### src/rtl/md_pkg.sv
// Shared definitions for the EX-stage multiply/divide unit: op codes, FSM states
// and small op-decode helpers.
package md_pkg;

    localparam int unsigned MD_WIDTH = 32;

    localparam logic [2:0] MD_MULT  = 3'b000;
    localparam logic [2:0] MD_MULTU = 3'b001;
    localparam logic [2:0] MD_DIV   = 3'b010;
    localparam logic [2:0] MD_DIVU  = 3'b011;
    localparam logic [2:0] MD_MTHI  = 3'b100;
    localparam logic [2:0] MD_MTLO  = 3'b101;

    typedef enum logic [1:0] {
        StIdle = 2'd0,
        StCalc = 2'd1,
        StSign = 2'd2
    } md_state_e;

    // Ops 000..011 run the iterative datapath; bit 1 selects divide, bit 0 unsigned.
    function automatic logic md_is_iter(input logic [2:0] op);
        return ~op[2];
    endfunction

    function automatic logic md_is_signed(input logic [2:0] op);
        return ~op[0];
    endfunction

endpackage

### src/rtl/ex_muldiv_unit_if.sv
// Operand/result bundle between the EX stage and the multiply/divide unit.
interface ex_muldiv_unit_if #(
    parameter int unsigned WIDTH = 32
);
    logic             ex_md_start;
    logic [2:0]       ex_md_op;
    logic [WIDTH-1:0] ex_a;
    logic [WIDTH-1:0] ex_alu_b;
    logic             ex_md_flush;
    logic             md_busy;
    logic             md_done;
    logic [WIDTH-1:0] md_hi;
    logic [WIDTH-1:0] md_lo;

    modport master (
        output ex_md_start, ex_md_op, ex_a, ex_alu_b, ex_md_flush,
        input  md_busy, md_done, md_hi, md_lo
    );

    modport slave (
        input  ex_md_start, ex_md_op, ex_a, ex_alu_b, ex_md_flush,
        output md_busy, md_done, md_hi, md_lo
    );
endinterface

### src/rtl/md_iter_core.sv
// Single radix-2 step: shift-add multiply or restoring shift-subtract divide.
// acc holds {upper, lower}: product/multiplier for mul, remainder/quotient for div.
module md_iter_core #(
    parameter int unsigned WIDTH = 32
) (
    input  logic [2*WIDTH-1:0] acc_i,
    input  logic [WIDTH-1:0]   opnd_i,
    input  logic               is_div_i,
    output logic [2*WIDTH-1:0] acc_o
);
    logic [WIDTH:0] mul_sum;
    logic [WIDTH:0] div_rem;
    logic [WIDTH:0] div_diff;

    always_comb begin
        mul_sum  = {1'b0, acc_i[2*WIDTH-1:WIDTH]}
                 + (acc_i[0] ? {1'b0, opnd_i} : {(WIDTH+1){1'b0}});
        div_rem  = acc_i[2*WIDTH-1:WIDTH-1];
        div_diff = div_rem - {1'b0, opnd_i};
        if (is_div_i) begin
            // Top bit of the difference is the borrow: set means restore.
            if (!div_diff[WIDTH]) begin
                acc_o = {div_diff[WIDTH-1:0], acc_i[WIDTH-2:0], 1'b1};
            end else begin
                acc_o = {div_rem[WIDTH-1:0], acc_i[WIDTH-2:0], 1'b0};
            end
        end else begin
            acc_o = {mul_sum, acc_i[WIDTH-1:1]};
        end
    end
endmodule

### src/rtl/ex_muldiv_unit.sv
// Iterative 32-cycle mul/div unit beside the EX ALU; owns HI/LO and stalls EX via md_busy.
module ex_muldiv_unit
    import md_pkg::*;
#(
    parameter int unsigned WIDTH = MD_WIDTH,
    parameter int unsigned CNT_W = 5
) (
    input  logic              clk,
    input  logic              rst_n,
    ex_muldiv_unit_if.slave   md
);
    md_state_e            state_q, state_d;
    logic [CNT_W-1:0]     cnt_q, cnt_d;
    logic [2*WIDTH-1:0]   acc_q, acc_d, acc_nxt;
    logic [WIDTH-1:0]     opnd_q, opnd_d;
    logic                 is_div_q, is_div_d;
    logic                 neg_q, neg_d;
    logic                 neg_rem_q, neg_rem_d;
    logic                 div0_q, div0_d;
    logic [WIDTH-1:0]     hi_q, hi_d;
    logic [WIDTH-1:0]     lo_q, lo_d;
    logic                 done_q, done_d;

    logic                 a_neg, b_neg;
    logic [WIDTH-1:0]     a_mag, b_mag;
    logic [2*WIDTH-1:0]   prod_fix;
    logic [WIDTH-1:0]     quo_fix, rem_fix;

    md_iter_core #(.WIDTH(WIDTH)) u_core (
        .acc_i    (acc_q),
        .opnd_i   (opnd_q),
        .is_div_i (is_div_q),
        .acc_o    (acc_nxt)
    );

    assign a_neg = md_is_signed(md.ex_md_op) & md.ex_a[WIDTH-1];
    assign b_neg = md_is_signed(md.ex_md_op) & md.ex_alu_b[WIDTH-1];
    assign a_mag = a_neg ? -md.ex_a : md.ex_a;
    assign b_mag = b_neg ? -md.ex_alu_b : md.ex_alu_b;

    // Divide by zero keeps the all-ones quotient regardless of operand signs.
    assign prod_fix = neg_q ? -acc_q : acc_q;
    assign quo_fix  = (neg_q && !div0_q) ? -acc_q[WIDTH-1:0] : acc_q[WIDTH-1:0];
    assign rem_fix  = neg_rem_q ? -acc_q[2*WIDTH-1:WIDTH] : acc_q[2*WIDTH-1:WIDTH];

    always_comb begin
        state_d   = state_q;
        cnt_d     = cnt_q;
        acc_d     = acc_q;
        opnd_d    = opnd_q;
        is_div_d  = is_div_q;
        neg_d     = neg_q;
        neg_rem_d = neg_rem_q;
        div0_d    = div0_q;
        hi_d      = hi_q;
        lo_d      = lo_q;
        done_d    = 1'b0;
        unique case (state_q)
            StIdle: begin
                if (md.ex_md_start) begin
                    if (md_is_iter(md.ex_md_op)) begin
                        is_div_d  = md.ex_md_op[1];
                        neg_d     = a_neg ^ b_neg;
                        neg_rem_d = a_neg;
                        div0_d    = (md.ex_alu_b == '0);
                        acc_d     = md.ex_md_op[1] ? {{WIDTH{1'b0}}, a_mag}
                                                   : {{WIDTH{1'b0}}, b_mag};
                        opnd_d    = md.ex_md_op[1] ? b_mag : a_mag;
                        cnt_d     = '0;
                        state_d   = StCalc;
                    end else if (md.ex_md_op == MD_MTHI) begin
                        hi_d = md.ex_a;
                    end else if (md.ex_md_op == MD_MTLO) begin
                        lo_d = md.ex_a;
                    end
                end
            end
            StCalc: begin
                acc_d = acc_nxt;
                cnt_d = cnt_q + CNT_W'(1);
                if (cnt_q == '1) begin
                    state_d = StSign;
                end
            end
            StSign: begin
                if (is_div_q) begin
                    hi_d = rem_fix;
                    lo_d = quo_fix;
                end else begin
                    hi_d = prod_fix[2*WIDTH-1:WIDTH];
                    lo_d = prod_fix[WIDTH-1:0];
                end
                done_d  = 1'b1;
                state_d = StIdle;
            end
            default: state_d = StIdle;
        endcase
        // Flush beats everything, including a same-cycle start or MTHI/MTLO.
        if (md.ex_md_flush) begin
            state_d = StIdle;
            cnt_d   = '0;
            hi_d    = hi_q;
            lo_d    = lo_q;
            done_d  = 1'b0;
        end
    end

    always_ff @(posedge clk or negedge rst_n) begin
        if (!rst_n) begin
            state_q   <= StIdle;
            cnt_q     <= '0;
            acc_q     <= '0;
            opnd_q    <= '0;
            is_div_q  <= 1'b0;
            neg_q     <= 1'b0;
            neg_rem_q <= 1'b0;
            div0_q    <= 1'b0;
            hi_q      <= '0;
            lo_q      <= '0;
            done_q    <= 1'b0;
        end else begin
            state_q   <= state_d;
            cnt_q     <= cnt_d;
            acc_q     <= acc_d;
            opnd_q    <= opnd_d;
            is_div_q  <= is_div_d;
            neg_q     <= neg_d;
            neg_rem_q <= neg_rem_d;
            div0_q    <= div0_d;
            hi_q      <= hi_d;
            lo_q      <= lo_d;
            done_q    <= done_d;
        end
    end

    assign md.md_busy = (state_q != StIdle);
    assign md.md_done = done_q;
    assign md.md_hi   = hi_q;
    assign md.md_lo   = lo_q;
endmodule

### src/flat_wrapper.sv
// flat-port wrapper written by rule: the top's interface ports become plain ports
module ex_muldiv_unit_flat import md_pkg::*;
#(
    parameter int unsigned WIDTH = MD_WIDTH,
    parameter int unsigned CNT_W = 5
)
  (clk, rst_n, md_ex_md_start, md_ex_md_op, md_ex_a, md_ex_alu_b, md_ex_md_flush, md_md_busy, md_md_done, md_md_hi, md_md_lo);
  ex_muldiv_unit_if #(.WIDTH(WIDTH)) md_i ();
  input  logic clk;
  input  logic rst_n;
  input wire logic [$bits(md_i.ex_md_start)-1:0] md_ex_md_start;
  input wire logic [$bits(md_i.ex_md_op)-1:0] md_ex_md_op;
  input wire logic [$bits(md_i.ex_a)-1:0] md_ex_a;
  input wire logic [$bits(md_i.ex_alu_b)-1:0] md_ex_alu_b;
  input wire logic [$bits(md_i.ex_md_flush)-1:0] md_ex_md_flush;
  output wire logic [$bits(md_i.md_busy)-1:0] md_md_busy;
  output wire logic [$bits(md_i.md_done)-1:0] md_md_done;
  output wire logic [$bits(md_i.md_hi)-1:0] md_md_hi;
  output wire logic [$bits(md_i.md_lo)-1:0] md_md_lo;
  assign md_i.ex_md_start = md_ex_md_start;
  assign md_i.ex_md_op = md_ex_md_op;
  assign md_i.ex_a = md_ex_a;
  assign md_i.ex_alu_b = md_ex_alu_b;
  assign md_i.ex_md_flush = md_ex_md_flush;
  assign md_md_busy = md_i.md_busy;
  assign md_md_done = md_i.md_done;
  assign md_md_hi = md_i.md_hi;
  assign md_md_lo = md_i.md_lo;
  ex_muldiv_unit #(.WIDTH(WIDTH), .CNT_W(CNT_W)) u_core (.clk(clk), .rst_n(rst_n), .md(md_i));
endmodule
### config.mk
export PLATFORM = sky130hd
export DESIGN_NAME = ex_muldiv_unit_flat
export DESIGN_NICKNAME = d
export VERILOG_FILES = /design/src/rtl/md_pkg.sv /design/src/rtl/ex_muldiv_unit_if.sv /design/src/rtl/md_iter_core.sv /design/src/rtl/ex_muldiv_unit.sv /design/src/flat_wrapper.sv
export SDC_FILE = /design/constraint.sdc
export NUM_CORES = 1
export LEC_CHECK = 0
export ABC_AREA = 1
export CORE_MARGIN = 5
export CORE_UTILIZATION = 36
export CTS_BUF_LIST = sky130_fd_sc_hd__clkbuf_4
export DETAILED_ROUTE_END_ITERATION = 12
export MAX_ROUTING_LAYER = met4
export PLACE_DENSITY_LB_ADDON = 0.05
export REMOVE_ABC_BUFFERS = 1
export SKIP_CTS_REPAIR_TIMING = 1
export SYNTH_ARGS = -nofsm -noshare
export SYNTH_HDL_FRONTEND = slang
export SYNTH_HIERARCHICAL = 1
export SYNTH_SLANG_ARGS = --single-unit
### constraint.sdc
create_clock -name clk -period 3.1 [get_ports clk]
set_input_delay 0.775 -clock clk [delete_from_list [all_inputs] [get_ports clk]]
set_output_delay 0.775 -clock clk [all_outputs]
set_load 0.01 [all_outputs]
==> reports/qor.csv <==
stage,metric,value,unit
clocking,htreeDepth,4,
grt,grt_max_degree,62,
timing,period_share,95.6,%
grt,track_usage,33.6,%
clocking,clock_latency,0.76,ns
yosys,synth_xor_area_share,3.25,%
power,power.total,20700,µW
timing,period_needed,2.96,ns
yosys,ys_warn_count,6,
clocking,cts_tree,yes,
timing,final_max_slew_viol_count,0,
finish,most-common-layout-cells,"nand2_1 (965), inv_1 (429), nor2_1 (396), nand3_1 (333), o21ai_0 (189)",
clocking,clk_pin_slew,0.19,ns
power,ir_drop,0.358,mV
placed_design,hpwl,78.5,mm
yosys,synthAdderAreaFrac,4.99,%
critical_path,end_kind,flip-flop,
timing,tns,0,ns
yosys,avgSynthCellArea,5.84,µm²
clocking,cts_buffers,17,
finish,drive_above_1_share,7.87,%
yosys,synth-async-reset-ratio,100,%
yosys,synthSimpleGateAreaFrac,43.6,%
detailed_routing,firstDrtPassIters,6,
detailed_routing,drtAntennaViolNets,0,
detailed_routing,wirelength,94.1,mm
yosys,netlist_instances,3141,
yosys,netlist_area,0.0183,mm²
finish,final_util,43.0,%
clocking,clock_sinks,172,
yosys,muxShareOfSynthArea,0,%
yosys,synth_compound_area_share,13.2,%
finish,multi_input_area,0.0120,mm²
yosys,post_synth_num_cell_types,57,
floorplanning,initial_core_util,36.5,%
placed_design,port_buffers,136,
clocking,clock-root-buffer,clkbuf_4,
placed_design,gp_congestion,1.02,
worst_hold_path,hold_class,reg -> reg,
outcome,status,"complete, no violations",
timing,finalHoldViolCount,0,
floorplanning,rows,82,
finish,seq_area,0.00431,mm²
critical_path,required,3.74,ns
detailed_routing,drt_iter0_drc,2296,
power,leakage,0.0109,µW
clocking,cts.path.max_buffers,2,
yosys,synth_top_family_by_area,simple AND/OR/NAND/NOR gates,
finish,nets,3485,
timing,clock-skew-final,0.0495,ns
detailed_routing,drc,0,
timing,slew_headroom,52.0,%
grt,antenna_found_initial,3,
detailed_routing,post_drt_via_cell_ratio,5.49,
finish,area_delta_synth_final,17.8,%
floorplanning,core,0.0503,mm²
critical_path,critPathLaunchType,flip-flop,
timing,fmax,338,MHz
detailed_routing,wl_per_cell,23.3,µm
timing,setup_viol,0,
finish,layout_commonest_cell,nand2_1,
timing,tightestPinTransition,0.720,ns
floorplanning,io_pins,137,
grt,grt_pass1_wl,136,mm
yosys,synth_flop_cell,dfrtp_1,
power,pwr_density_cell,958,mW/mm²
critical_path,crit_fanout,4,
floorplanning,die_h,236,µm
floorplanning,die_area,0.0556,mm²
job,max_cap_violations,0,
grt,grt-ovfl-total,0,
yosys,ys_seq_elements,172,
critical_path,worstSetupPathType,reg -> reg,
floorplanning,dieWidth,236,µm
grt,grt_pass1_vias,21300,
finish,fillCellCount,5646,
yosys,synth-seq-area-share,23.5,%
detailed_routing,vias,22100,
critical_path,arrival,3.60,ns
yosys,synth_edf_count,0,
## power breakdown
| group | internal (µW) | switching, µW |
|---|---|---|
| combinational | 5060 | 9730 |
| clock | 443 | 1070 |
| sequential | 3080 | 1320 |
| total | 8590 | 12100 |
## registers in the layout, summed over array words and instances (netlist names)
signal,count
u_core/opnd_q,32
u_core/is_div_q,1
u_core/acc_q,64
u_core/div0_q,1
u_core/neg_q,1
u_core/md.md_lo,32
u_core/cnt_q,5
u_core/md.md_done,1
u_core/neg_rem_q,1
u_core/md.md_hi,32
u_core/state_q,2
## cells by family (layout without fill, tap and decap cells)
logic type,Yosys count,in the layout
other,0,5
DFF,172,172
and+or+nand+nor,1866,1866
AOI/OAI and AO/OA,429,429
adders and majority gates,72,72
xor gates and xnor gates,68,68
buffers and inverters,534,748
## worst paths after layout
path | startpoint | end | slack [ns] | cells after the start
worst min register to register | u_core/md.md_lo[23] | u_core/md.md_lo[23] | 0.51 | 2
min in group asynchronous | rst_n | u_core/md.md_done | 0.63 | 2
worst min-delay path | u_core/md.md_lo[23] | u_core/md.md_lo[23] | 0.51 | 2
max in group asynchronous | rst_n | u_core/md.md_lo[26] | 1.68 | 3
worst max-delay path | u_core/acc_q[31] | u_core/acc_q[0] | 0.14 | 18
worst max register to register | u_core/acc_q[31] | u_core/acc_q[0] | 0.14 | 18
## metrics by stage
step | area (µm²) | hold slack (ns) | setup WS, ns | std cells
global route | 21600 | 0.534 | -0.00288 | 4031
detailed placement | 21200 | 0.476 | 0.0742 | 3991
CTS | 21500 | -0.0337 | 0.101 | 4023
global placement | 21200 | 0.473 | 0.111 | 3991
floorplan | 17900 | 0.447 | -1.13 | 3049
finish | 21600 | 0.512 | 0.137 | 4032
## cell type report
type / instances / share of cell area [%]
inverters: 442 / 7.69
multi-input cells: 2435 / 55.3
flip-flops and latches: 172 / 19.9
clock inverters: 15 / 0.828
diodes: 5 / 0.0579
repair buffers: 274 / 11.7
clock buffers: 17 / 0.591
well taps: 672 / 3.89
## worst max-delay path, cell delays in order (launching register included)
cell,delay (ns)
dfrtp_1,0.40
inv_1,0.11
ha_1,0.24
fa_1,0.38
inv_1,0.09
nand2_1,0.06
nand2_1,0.08
nand3_1,0.09
nand2_2,0.14
nand2_2,0.08
nand2_4,0.08
nand2_4,0.08
nand2_4,0.10
nand2_4,0.07
nand3_2,0.20
buf_4,0.17
nand2_1,0.06
o21ai_0,0.23
o21ai_0,0.17
## metal layers
metal	share of wire (%)	GRT usage, %	wire length, µm
met1	41	41.0	38400
met2	46	53.4	43100
met3	6.6	5.07	6220
met4	6.8	18.8	6350
met5	0	-	0
## Yosys cell counts (5+ instances only)
cell,count,area [µm²]
nand2_1,968,3630
inv_1,429,1610
nor2_1,397,1490
nand3_1,334,1670
o21ai_0,189,946
dfrtp_1,172,4300
a21oi_1,128,641
ha_1,70,876
xor2_1,56,490
clkbuf_1,46,173
nand4_1,37,231
buf_2,30,150
a31oi_1,28,175
nand3b_1,25,188
o211ai_1,24,180
nor3_1,23,115
nand2_2,22,138
or2_2,14,87.6
xnor2_1,12,105
nor2_2,11,68.8
o2111ai_1,10,87.6
o21bai_1,10,75.1
inv_2,9,33.8
a21o_1,7,52.6
and2_1,7,43.8
buf_1,7,26.3
buf_4,6,45.0
nor2_4,6,67.6
nand2_4,5,56.3
nor4_1,5,31.3
o21a_1,5,37.5
o21ai_1,5,25.0
Note: power is estimated with default switching activity, not from simulation.
